[src/rtl/sys_ctrl_pkg.sv]
`default_nettype none
// ============================================================================
// Module      : sys_ctrl_pkg
// Description : Shared definitions for the system-control command path.
//               Holds the command FSM state encoding, the frame opcodes
//               and the default read-data timeout.
// Revision    : 1.0 - initial release
// ============================================================================
package sys_ctrl_pkg;

    // Command front-end FSM states
    typedef enum logic [2:0] {
        IDLE      = 3'd0,
        WR_ADDR   = 3'd1,
        WR_DATA_S = 3'd2,
        RD_ADDR   = 3'd3,
        RD_WAIT   = 3'd4,
        TX_SEND   = 3'd5
    } state_t;

    // Frame opcodes
    localparam logic [7:0] c_WR_CMD = 8'hAA;  // opcode, address, data
    localparam logic [7:0] c_RD_CMD = 8'hBB;  // opcode, address

    // Cycles to wait for register-file read data before flagging an error
    localparam int c_RD_TIMEOUT = 4;

endpackage
`default_nettype wire

[src/rtl/rf_cmd_ctrl.sv]
`default_nettype none
// ============================================================================
// Module      : rf_cmd_ctrl
// Description : Command front-end between the RX deserializer, the register
//               file and the TX serializer. Decodes framed write (AA,addr,
//               data) and read (BB,addr) commands, issues single-cycle
//               register-file strobes, and forwards read data to the
//               transmitter with a valid/busy handshake.
// Revision    : 1.0 - initial release
// ----------------------------------------------------------------------------
// Ports
//   CLK              in   clock, all logic on rising edge
//   RST              in   synchronous active-high reset
//   RX_P_DATA        in   received byte
//   RX_D_VLD         in   one-cycle pulse per received byte
//   RF_RD_DATA       in   register-file read data
//   RF_RD_DATA_VALID in   register-file read-data valid
//   TX_BUSY          in   transmitter busy
//   WR_EN            out  register-file write strobe
//   RD_EN            out  register-file read strobe
//   ADDRESS          out  register-file address (held between commands)
//   WR_DATA          out  register-file write data (held between commands)
//   TX_P_DATA        out  byte to transmit
//   TX_D_VLD         out  one-cycle transmit request
//   CMD_ERR          out  one-cycle error pulse
// ============================================================================
module rf_cmd_ctrl
    import sys_ctrl_pkg::*;
#(
    parameter int                    DATA_WIDTH    = 8,
    parameter int                    ADDRESS_WIDTH = 4,
    parameter logic [DATA_WIDTH-1:0] WR_CMD        = c_WR_CMD,
    parameter logic [DATA_WIDTH-1:0] RD_CMD        = c_RD_CMD,
    parameter int                    RD_TIMEOUT    = c_RD_TIMEOUT
) (
    input  logic                     CLK,
    input  logic                     RST,
    input  logic [DATA_WIDTH-1:0]    RX_P_DATA,
    input  logic                     RX_D_VLD,
    input  logic [DATA_WIDTH-1:0]    RF_RD_DATA,
    input  logic                     RF_RD_DATA_VALID,
    input  logic                     TX_BUSY,
    output logic                     WR_EN,
    output logic                     RD_EN,
    output logic [ADDRESS_WIDTH-1:0] ADDRESS,
    output logic [DATA_WIDTH-1:0]    WR_DATA,
    output logic [DATA_WIDTH-1:0]    TX_P_DATA,
    output logic                     TX_D_VLD,
    output logic                     CMD_ERR
);

    localparam int c_CNT_W = (RD_TIMEOUT < 1) ? 1 : $clog2(RD_TIMEOUT + 1);
    localparam logic [c_CNT_W-1:0] c_CNT_MAX = c_CNT_W'(RD_TIMEOUT);

    state_t                   r_state,     w_state_nxt;
    logic [c_CNT_W-1:0]       r_cnt,       w_cnt_nxt;
    logic [DATA_WIDTH-1:0]    r_tx_buf,    w_tx_buf_nxt;
    logic                     r_wr_en,     w_wr_en;
    logic                     r_rd_en,     w_rd_en;
    logic [ADDRESS_WIDTH-1:0] r_address,   w_address;
    logic [DATA_WIDTH-1:0]    r_wr_data,   w_wr_data;
    logic [DATA_WIDTH-1:0]    r_tx_p_data, w_tx_p_data;
    logic                     r_tx_d_vld,  w_tx_d_vld;
    logic                     r_cmd_err,   w_cmd_err;

    // ------------------------------------------------------------------------
    // Next-state and next-output logic
    // ------------------------------------------------------------------------
    always_comb begin
        w_state_nxt  = r_state;
        w_cnt_nxt    = r_cnt;
        w_tx_buf_nxt = r_tx_buf;
        w_wr_en      = 1'b0;
        w_rd_en      = 1'b0;
        w_address    = r_address;
        w_wr_data    = r_wr_data;
        w_tx_p_data  = r_tx_p_data;
        w_tx_d_vld   = 1'b0;
        w_cmd_err    = 1'b0;

        case (r_state)
            IDLE: begin
                if (RX_D_VLD) begin
                    if (RX_P_DATA == WR_CMD) begin
                        w_state_nxt = WR_ADDR;
                    end else if (RX_P_DATA == RD_CMD) begin
                        w_state_nxt = RD_ADDR;
                    end else begin
                        w_cmd_err = 1'b1;
                    end
                end
            end

            WR_ADDR: begin
                if (RX_D_VLD) begin
                    // Upper address bits of the byte are ignored
                    w_address   = RX_P_DATA[ADDRESS_WIDTH-1:0];
                    w_state_nxt = WR_DATA_S;
                end
            end

            WR_DATA_S: begin
                if (RX_D_VLD) begin
                    w_wr_data   = RX_P_DATA;
                    w_wr_en     = 1'b1;
                    w_state_nxt = IDLE;
                end
            end

            RD_ADDR: begin
                if (RX_D_VLD) begin
                    w_address   = RX_P_DATA[ADDRESS_WIDTH-1:0];
                    w_rd_en     = 1'b1;
                    w_cnt_nxt   = '0;
                    w_state_nxt = RD_WAIT;
                end
            end

            RD_WAIT: begin
                // Bytes arriving while a read is outstanding are dropped
                w_cmd_err = RX_D_VLD;
                if (RF_RD_DATA_VALID) begin
                    w_tx_buf_nxt = RF_RD_DATA;
                    // Transmitter already free: hand the byte over directly so
                    // TX_D_VLD lands one cycle after the read data.
                    if (!TX_BUSY) begin
                        w_tx_p_data = RF_RD_DATA;
                        w_tx_d_vld  = 1'b1;
                        w_state_nxt = IDLE;
                    end else begin
                        w_state_nxt = TX_SEND;
                    end
                end else if (r_cnt == c_CNT_MAX) begin
                    w_cmd_err   = 1'b1;
                    w_state_nxt = IDLE;
                end else begin
                    // Only counts below the limit, so it can never wrap
                    w_cnt_nxt = r_cnt + c_CNT_W'(1);
                end
            end

            TX_SEND: begin
                w_cmd_err = RX_D_VLD;
                if (!TX_BUSY) begin
                    w_tx_p_data = r_tx_buf;
                    w_tx_d_vld  = 1'b1;
                    w_state_nxt = IDLE;
                end
            end

            default: begin
                w_state_nxt = IDLE;
            end
        endcase
    end

    // ------------------------------------------------------------------------
    // State and output registers
    // ------------------------------------------------------------------------
    always_ff @(posedge CLK) begin
        if (RST) begin
            r_state     <= IDLE;
            r_cnt       <= '0;
            r_tx_buf    <= '0;
            r_wr_en     <= 1'b0;
            r_rd_en     <= 1'b0;
            r_address   <= '0;
            r_wr_data   <= '0;
            r_tx_p_data <= '0;
            r_tx_d_vld  <= 1'b0;
            r_cmd_err   <= 1'b0;
        end else begin
            r_state     <= w_state_nxt;
            r_cnt       <= w_cnt_nxt;
            r_tx_buf    <= w_tx_buf_nxt;
            r_wr_en     <= w_wr_en;
            r_rd_en     <= w_rd_en;
            r_address   <= w_address;
            r_wr_data   <= w_wr_data;
            r_tx_p_data <= w_tx_p_data;
            r_tx_d_vld  <= w_tx_d_vld;
            r_cmd_err   <= w_cmd_err;
        end
    end

    assign WR_EN     = r_wr_en;
    assign RD_EN     = r_rd_en;
    assign ADDRESS   = r_address;
    assign WR_DATA   = r_wr_data;
    assign TX_P_DATA = r_tx_p_data;
    assign TX_D_VLD  = r_tx_d_vld;
    assign CMD_ERR   = r_cmd_err;

endmodule
`default_nettype wire
[config.mk]
export PLATFORM = sky130hd
export DESIGN_NAME = rf_cmd_ctrl
export DESIGN_NICKNAME = d
export VERILOG_FILES = /design/src/rtl/sys_ctrl_pkg.sv /design/src/rtl/rf_cmd_ctrl.sv
export SDC_FILE = /design/constraint.sdc
export NUM_CORES = 1
export LEC_CHECK = 0
export BUFFER_PORTS_ARGS = -buffer_cell sky130_fd_sc_hd__clkbuf_2
export CAP_MARGIN = 20
export CORE_ASPECT_RATIO = 1.2
export CORE_MARGIN = 5
export CORE_UTILIZATION = 55
export CTS_CLUSTER_DIAMETER = 30
export CTS_CLUSTER_SIZE = 12
export DETAILED_ROUTE_END_ITERATION = 6
export GPL_TIMING_DRIVEN = 0
export PLACE_DENSITY_LB_ADDON = 0.15
export SETUP_SLACK_MARGIN = 0.3
export SLEW_MARGIN = 0
export SYNTH_ARGS = -nofsm -noshare
export SYNTH_HDL_FRONTEND = slang
export SYNTH_SLANG_ARGS = --single-unit
[constraint.sdc]
create_clock -name CLK -period 2.8 [get_ports CLK]
set_input_delay 0.42 -clock CLK [delete_from_list [all_inputs] [get_ports CLK]]
set_output_delay 0.42 -clock CLK [all_outputs]
set_load 0.01 [all_outputs]
==> impl_metrics.yaml, run 1 <==
clock_tree:
  cts_made_buffers: 5
  htreeDepth: 2
  cts_sinks: 38
  clockBufferDepth: 2
  clkTransAtPathRegs_ps: 110
  cts.repair.resized: 0
  postCtsSetupBuffers: 0
  cts_hold_buf: 0
  cts_tree: "done"
  root_buffer: "clkbuf_4"
  clk_latency_ps: 350
setup_path:
  crit_path_start_kind: "flip-flop"
  cp.arrival_ps: 1840
  critPathMaxFanout: 10
  worst-setup-path-type: "flip-flop to flip-flop"
  max_stage_delay_ps: 360
  reg2reg_slack_ps: 1210
  required_ps: 3050
  crit_path_cell_trace: "buf_2, or3_1, a31oi_1, nor3_2, a32o_1"
  crit_path_end_kind: "flip-flop"
  crit_slowest_cell: "or3_1"
power:
  ir_drop_v: 0.000529
  power_leakage_nw: 0.861
  powerDensity_nw_per_um2: 500
die:
  initial_core_util_pct: 58.4
  dieArea_sq_um: 4220
  die_height_microns: 70.1
  die_w_microns: 60.1
  rows: 21
  io_pins: 45
  core_sq_um: 2840
route:
  vias: 1474
  dr.pass1.iters: 4
  finalWirelength_microns: 3890
  drc: 0
  drt_iter0_drc: 39
  vias_per_cell: 5.46
  ant_nets: 0
  wl_per_cell_microns: 14.4
sta:
  hold_viol_final: 0
  setup-violations-final: 0
  finalSetupTns_ps: 0
  fin_worst_skew_ps: 9.85
  tightest_slew_ps: 505
  rsz0062_at_grt: "false"
  finalCritPeriodShare_pct: 56.8
  slew_headroom_pct: 66.3
  max_freq_mhz: 629
  drv_slew: 0
  whs_ps: 287
  final.min_clock_period_ps: 1590
outcome:
  outcome: "completed"
logic_synthesis:
  synth-edff-count: 0
  synth_area_leaders: "dfxtp_1, nand2_1, mux2i_1"
  netlist_top_cells_count: "nand2_1, dfxtp_1, a21oi_1, nor2_1, mux2i_1"
  ys_ff_latch: 38
  synth_top_area_share_pct: 45.9
  syn-num-nets: 209
  synth_cell_types: 36
  synth_area_sq_um: 1660
  synth_cells: 186
  synth_most_common_cell: "nand2_1"
  yosysTopAreaCell: "dfxtp_1"
  synthFlopType: "dfxtp_1"
  async_flop_share_pct: 0
  syn_area_per_cell_sq_um: 8.91
  ys_seq_area_share_pct: 45.9
  yosys_warnings: 0
place:
  detailed_place_hpwl_microns: 2900
  post_dp_cell_area_sq_um: 1920
  gp_congestion: 0.893
  port_buffers: 43
layout:
  multi_input_area_sq_um: 820
  nets: 259
  fillers: 249
  fin_area_sq_um: 2000
  seq_area_sq_um: 761
  layout-drive-gt1-share_pct: 27.5
  insertedDiodeCount: 0
  syn_to_final_growth_pct: 20.5
global_routing:
  grt_util_all_layers_pct: 20.4
  grt_pass1_wl_microns: 6630
  grt_pass1_vias: 1492
  antenna_found_initial: 0
  grt.overflow.total: 0
  grt_max_degree: 12
run:
  cap_violations: 0
hold_path:
  hp-class: "input pin to flip-flop"
## logic make-up after synthesis
logic type      after synthesis  share of synthesized area [%]
compound gates               38                           14.8
xor+xnor                      1                          0.528
fa+ha+maj                     2                           1.51
buf+inv                      15                           4.68
flops                        38                           45.9
mux                          14                           8.45
simple gates                 78                           24.2
## placed cells by master, fill, tap and decap left out, types with 5 or more instances in the layout
cell type | netlist | routed
a211oi_1 | 7 | 7
a21oi_1 | 20 | 20
clkbuf_4 | 0 | 5
clkbuf_2 | 0 | 43
mux2i_1 | 14 | 14
nor2_1 | 16 | 16
dfxtp_1 | 38 | 38
nand2_1 | 39 | 39
buf_2 | 5 | 5
## state kept, by name, summed over array words and instances, names as in the netlist
name and flops:
WR_EN 1, TX_P_DATA 8, ADDRESS 4, CMD_ERR 1
RD_EN 1, r_state 3, WR_DATA 8, TX_D_VLD 1
r_tx_buf 8, r_cnt 3
## final timing paths
check	startpoint	endpoint	cells past startpoint
max reg2reg	r_state[2]	r_state[0]	5
min	RF_RD_DATA[2]	r_tx_buf[2]	3
max	r_state[2]	r_state[0]	5
min reg2reg	WR_DATA[1]	WR_DATA[1]	2
## where the power goes
| group | leakage, nW | switching [mW] | internal, mW |
|---|---|---|---|
| clock | 0.0443 | 0.178 | 0.208 |
| sequential | 0.306 | 0.00212 | 0.544 |
| combinational | 0.511 | 0.0394 | 0.0261 |
## worst max-delay path, delay by kind of cell, from the launching register on
| family | cells | cell delay (ps) |
|---|---|---|
| compound gates | 2 | 460 |
| flops | 1 | 350 |
| buf+inv | 1 | 190 |
| simple gates | 2 | 490 |
## layer usage
metal	vias to the layer above	wire (microns)	track usage (%)
met5	-	0	0
met4	0	70	9.11
met3	7	261	7.55
met2	45	1890	32.2
met1	673	1670	24.1
li1	749	-	-
## cell type report
cell class	count	area share (%)
plain buffers	11	3.13
clock buffers	6	2.57
well taps	34	2.13
multi-input cells	133	41.0
inverters	4	0.752
repair buffers	43	10.8
flip-flops and latches	38	38.1
clock inverters	1	1.50
## through the flow
step	total power [mW]	worst slack, ps	util [%]	instances
2_1_floorplan	0.591	1370	-	186
3_3_place_gp	0.620	1200	67.5	263
3_5_place_dp	0.623	1160	67.5	263
4_1_cts	1.00	1230	70.4	270
5_1_grt	1.03	1060	70.4	270
6_report	0.998	1210	70.4	270
Note: power is estimated with default switching activity, not from simulation.
==> run 2: changes to the inputs <==
Settings changed: CORE_UTILIZATION 55 to 51.
Clock period 2.8 ns to 1.6 ns, I/O delays scaled along.
==> run 2 against run 1 <==
Net effect: flip-flop and latch count is the same; hold slack got worse by 170 ps; critical path depth is the same; highest routed layer unchanged.
==> impl_metrics.yaml, run 2 (synthesis results as in run 1) <==
setup_path:
  timing.rr.start: "r_state[1]"
  cp.arrival_ps: 1740
  critPathMaxFanout: 4
  required_ps: 1840
  worst-setup-path-type: "flip-flop to flip-flop"
  critical-path-top-delay-family: "simple AND/OR/NAND/NOR gates"
  crit_slowest_cell: "or3b_4"
  crit_buf_inv: 1
  crit_path_end_kind: "flip-flop"
  crit_path_cell_trace: "buf_6, or3b_4, nor3b_4, nor3_4, a32o_1"
  crit_path_start_kind: "flip-flop"
  max_stage_delay_ps: 390
  crit_start: "r_state[1]"
layout:
  fin_util_pct: 76.1
  syn_to_final_growth_pct: 42.7
  layout_commonest_cell: "clkbuf_2"
  layout-drive-gt1-share_pct: 44.9
  mostFrequentLayoutCells: "clkbuf_2, dfxtp_1, nand2_1"
  insertedDiodeCount: 0
  nets: 276
clock_tree:
  clkTransAtPathRegs_ps: 120
  root_buffer: "clkbuf_4"
  clk_latency_ps: 340
  cts_made_buffers: 5
  cts_sinks: 38
  clockBufferDepth: 2
  cts_tree: "done"
  htreeDepth: 2
  cts_hold_buf: 0
power:
  power_leakage_nw: 1.03
  powerDensity_nw_per_um2: 692
  switching_share_pct: 25.3
  ir_drop_v: 0.000614
  power.switching_uw: 415
  p_comb_share_pct: 9.0
  p_seq_share_pct: 58.4
  internal_power_mw: 1.22
  clkPwrFrac_pct: 32.6
run:
  cap_violations: 0
route:
  vias_per_cell: 5.71
  wl_per_cell_microns: 16.7
  drc: 0
  drt_iter0_drc: 55
  ant_nets: 0
  dr.pass1.iters: 4
  finalWirelength_microns: 4840
  vias: 1655
sta:
  whs_ps: 117
  tightest_slew_ps: 741
  finalCritPeriodShare_pct: 93.5
  final.min_clock_period_ps: 1500
  worst_slack_ps: 104
  hold_viol_final: 0
  slew_headroom_pct: 50.6
  max_freq_mhz: 668
  drv_slew: 0
  setup-violations-final: 0
  fin_worst_skew_ps: 5.66
  finalSetupTns_ps: 0
  rsz0062_at_grt: "true"
hold_path:
  hp-class: "input pin to flip-flop"
  hold_start: "RF_RD_DATA[1]"
outcome:
  outcome: "completed"
die:
  dieArea_sq_um: 4500
  die_height_microns: 72.5
  die_w_microns: 62.0
  rows: 22
  io_pins: 45
  initial_core_util_pct: 53.3
  core_sq_um: 3110
global_routing:
  grt.overflow.total: 0
  grt_util_all_layers_pct: 21.0
  grt_pass1_wl_microns: 7100
  antenna_found_initial: 0
  grt_pass1_vias: 1600
  grt_max_degree: 13
place:
  port_buffers: 43
  detailed_place_hpwl_microns: 2950
  place_ws_ps: 86.8
  gp_congestion: 0.775
==> run 2: routing by layer <==
| layer | vias to the layer above | global-route usage [%] | wire, microns |
|---|---|---|---|
| met1 | 781 | 23.8 | 1890 |
| met3 | 17 | 6.58 | 351 |
| met4 | 0 | 7.31 | 129 |
| li1 | 783 | - | - |
| met2 | 74 | 36.1 | 2470 |
| met5 | - | 0 | 0 |
==> run 2: final timing paths <==
path / depth (start not counted) / end / slack, ps
setup reg to reg: 5 / r_state[0] / 100
setup / recovery: 5 / r_state[0] / 100
hold reg to reg: 2 / WR_DATA[5] / 470
hold / removal: 3 / r_tx_buf[1] / 120
==> run 2: power by group through the flow <==
stage | sequential [mW] | clock, mW | combinational (mW)
2_1_floorplan | 0.980 | 0 | 0.0554
3_3_place_gp | 0.977 | 0 | 0.109
3_5_place_dp | 0.978 | 0 | 0.112
4_1_cts | 0.956 | 0.540 | 0.134
5_1_grt | 0.956 | 0.592 | 0.157
6_report | 0.955 | 0.534 | 0.148
==> run 2: through the flow <==
stage               cells  power [mW]  cell area [sq um]
floorplan             186        1.04               1670
global placement      265        1.09               1930
detailed placement    265        1.09               1930
CTS                   285        1.63               2210
global route          290        1.71               2370
finish                290        1.64               2370
==> run 2: repair_timing <==
action | 4_1_cts | 5_1_grt
endpoints found under the setup margin | 35 | 36
endpoints found under the hold margin | 0 | 0
cloned | 2 | 0
resized for setup | 31 | 29
buffers inserted | 10 | 5
pin swaps | 15 | 12
==> run 2: final cells by class <==
type | instances | area [sq um]
buffer | 11 | 93.8
clock buffer | 6 | 51.3
clock inverter | 2 | 12.5
fill | 236 | 744
inverter | 4 | 15.0
multi-input combinational | 133 | 997
sequential | 38 | 766
tap | 36 | 45.0
timing repair buffer | 60 | 385
==> run 2: worst register-to-register path: stages, from the launching register on <==
cell and delay [ps]:
dfxtp_2 340, buf_6 120, or3b_4 390, nor3b_4 250, nor3_4 80, a32o_1 220
==> run 3: changes to the inputs <==
Settings changed: ABC_AREA set to 1, CORE_UTILIZATION 51 to 52.
==> run 3 against run 2 <==
Net effect: critical path type unchanged; synthesized cell count up 25%; setup slack better by 260 ps; fmax up 21%; flip-flop and latch count unchanged; synthesized area up 4.8%; sequential power up 34%; register-to-register slack better by 260 ps; global-route usage down 3.2 points; largest power group is now combinational logic; clock power up 25%; die area up 2.4%; highest routed layer unchanged; combinational power rose to 9.4 times the previous value.
==> impl_metrics.yaml, run 3 <==
sta:
  finalSetupTns_ps: 0
  max_freq_mhz: 806
  finalCritPeriodShare_pct: 77.5
  fin_worst_skew_ps: 6.53
  final.min_clock_period_ps: 1240
  drv_slew: 0
  slew_headroom_pct: 64.7
  tightest_slew_ps: 529
  worst_slack_ps: 360
  setup-violations-final: 0
  rsz0062_at_grt: "true"
  hold_viol_final: 0
logic_synthesis:
  ys_ff_latch: 38
  synth_cells: 233
  synth_cell_types: 23
  syn-num-nets: 256
  synth_area_leaders: "dfxtp_1, o21ai_0, nor2_1"
  synth_most_common_cell: "nor2_1"
  async_flop_share_pct: 0
  synth_area_sq_um: 1740
  ys_seq_area_share_pct: 43.8
  synth-edff-count: 0
  synthFlopType: "dfxtp_1"
  syn_area_per_cell_sq_um: 7.46
  yosysTopAreaCell: "dfxtp_1"
  synth_top_area_share_pct: 43.8
  netlist_top_cells_count: "nor2_1, dfxtp_1, nand2_1, o21ai_0, a21oi_1"
  yosys_warnings: 0
power:
  power_leakage_nw: 1.02
  power.switching_mw: 1.29
  p_seq_share_pct: 38.4
  internal_power_mw: 2.05
  powerDensity_nw_per_um2: 1530
  clkPwrFrac_pct: 20.0
  p_comb_share_pct: 41.6
  ir_drop_v: 0.00118
  switching_share_pct: 38.5
layout:
  mostFrequentLayoutCells: "clkbuf_2, nor2_1, dfxtp_1"
  fin_area_sq_um: 2190
  multi_input_area_sq_um: 847
  layout_commonest_cell: "clkbuf_2"
  seq_area_sq_um: 771
  nets: 313
  layout-drive-gt1-share_pct: 30.9
  insertedDiodeCount: 0
  fillers: 321
  syn_to_final_growth_pct: 26.0
route:
  dr.pass1.iters: 4
  drc: 0
  drt_iter0_drc: 113
  ant_nets: 0
  wl_per_cell_microns: 12.0
  finalWirelength_microns: 3920
  vias: 1660
  vias_per_cell: 5.06
place:
  post_dp_cell_area_sq_um: 2000
  place_ws_ps: 149
  detailed_place_hpwl_microns: 2860
  port_buffers: 44
  gp_congestion: 0.826
clock_tree:
  cts_hold_buf: 0
  cts_tree: "done"
  clk_latency_ps: 290
  clkTransAtPathRegs_ps: 70
  cts_sinks: 38
  clockBufferDepth: 2
  htreeDepth: 2
  root_buffer: "clkbuf_8"
  cts_made_buffers: 5
die:
  die_w_microns: 62.8
  dieArea_sq_um: 4600
  io_pins: 45
  initial_core_util_pct: 53.0
  rows: 23
  core_sq_um: 3280
  die_height_microns: 73.3
setup_path:
  required_ps: 1830
  rr_endpoint: "TX_P_DATA[5]"
  timing.rr.start: "r_state[0]"
  crit_start: "r_state[0]"
  setup.worst_path.end: "TX_P_DATA[5]"
  cp.arrival_ps: 1470
  critPathMaxFanout: 5
  worst-setup-path-type: "flip-flop to flip-flop"
  reg2reg_slack_ps: 360
  crit_path_end_kind: "flip-flop"
  worst_r2r_path_depth: 6
  crit_path_start_kind: "flip-flop"
global_routing:
  grt_pass1_wl_microns: 6510
  grt_max_degree: 12
  antenna_found_initial: 0
  grt_util_all_layers_pct: 17.9
  grt_pass1_vias: 1520
  grt.overflow.total: 0
run:
  cap_violations: 0
hold_path:
  hp-class: "input pin to flip-flop"
outcome:
  outcome: "completed"
==> run 3: cell count changes after synthesis, moves of 7 or more <==
cell	before	now
nand3_1	1	11
inv_1	4	20
nor2_1	16	41
a211oi_1	7	0
mux2i_1	14	0
o21ai_0	2	34
==> run 3: cells by family after synthesis <==
kind of cell	synth area share, %
xor+xnor	0.504
simple gates	27.0
buf+inv	9.72
flops	43.8
compound gates	17.6
fa+ha+maj	1.44
==> run 3: final cells by class <==
class                           count  area share, %
Multi-Input combinational cell    162           38.7
Sequential cell                    38           35.2
Timing Repair Buffer               50           12.1
Inverter                           24           4.11
Clock buffer                        7           3.94
Buffer                              9           3.60
Tap cell                           37           2.11
Clock inverter                      1          0.229
==> run 3: worst min-delay path by stage <==
stage,startpoint,end,cells after the start
CTS,RX_P_DATA[6],WR_DATA[6],3
global route,RX_P_DATA[6],WR_DATA[6],3
floorplan,RX_P_DATA[0],WR_DATA[0],2
finish,RX_P_DATA[6],WR_DATA[6],3
detailed placement,r_tx_buf[6],r_tx_buf[6],2
global placement,r_tx_buf[6],r_tx_buf[6],2
==> run 3: what timing repair did <==
item	4_1_cts	5_1_grt
gates resized for setup	5	12
cloned	0	0
pin swaps	4	7
setup endpoints to repair	15	24
buffers inserted	4	2
==> run 3: through the flow <==
stage	instances	hold WS [ps]	total power, mW	utilization, %
floorplan	233	388	2.19	-
global placement	314	436	2.47	61.1
detailed placement	314	439	2.50	61.1
CTS	326	175	3.24	65.2
global route	328	207	3.62	66.7
finish	328	184	3.34	66.7
==> run 3: power by group through the flow <==
stage                     Clock, mW  Sequential [mW]  Combinational, mW
final                         0.669             1.28               1.39
after global routing          0.747             1.31               1.56
after CTS                     0.694             1.26               1.29
after detailed placement          0             1.27               1.22
after global placement            0             1.27               1.20
after floorplan                   0             1.30              0.887
==> run 3: metal layers <==
layer	vias to the layer above	GRT usage, %	part of all wire, %
li1	869	-	-
met1	736	19.9	44
met3	7	5.35	6.1
met5	-	0	0
met2	48	31.2	48
met4	0	8.49	1.9
==> run 3: worst max-delay path, cell delays in order, from the launching register on <==
cell and delay [ps]:
dfxtp_4 380, nor2_4 140, nand3_2 120, a21oi_4 190, buf_4 160, o21ai_0 80
nor2_1 110
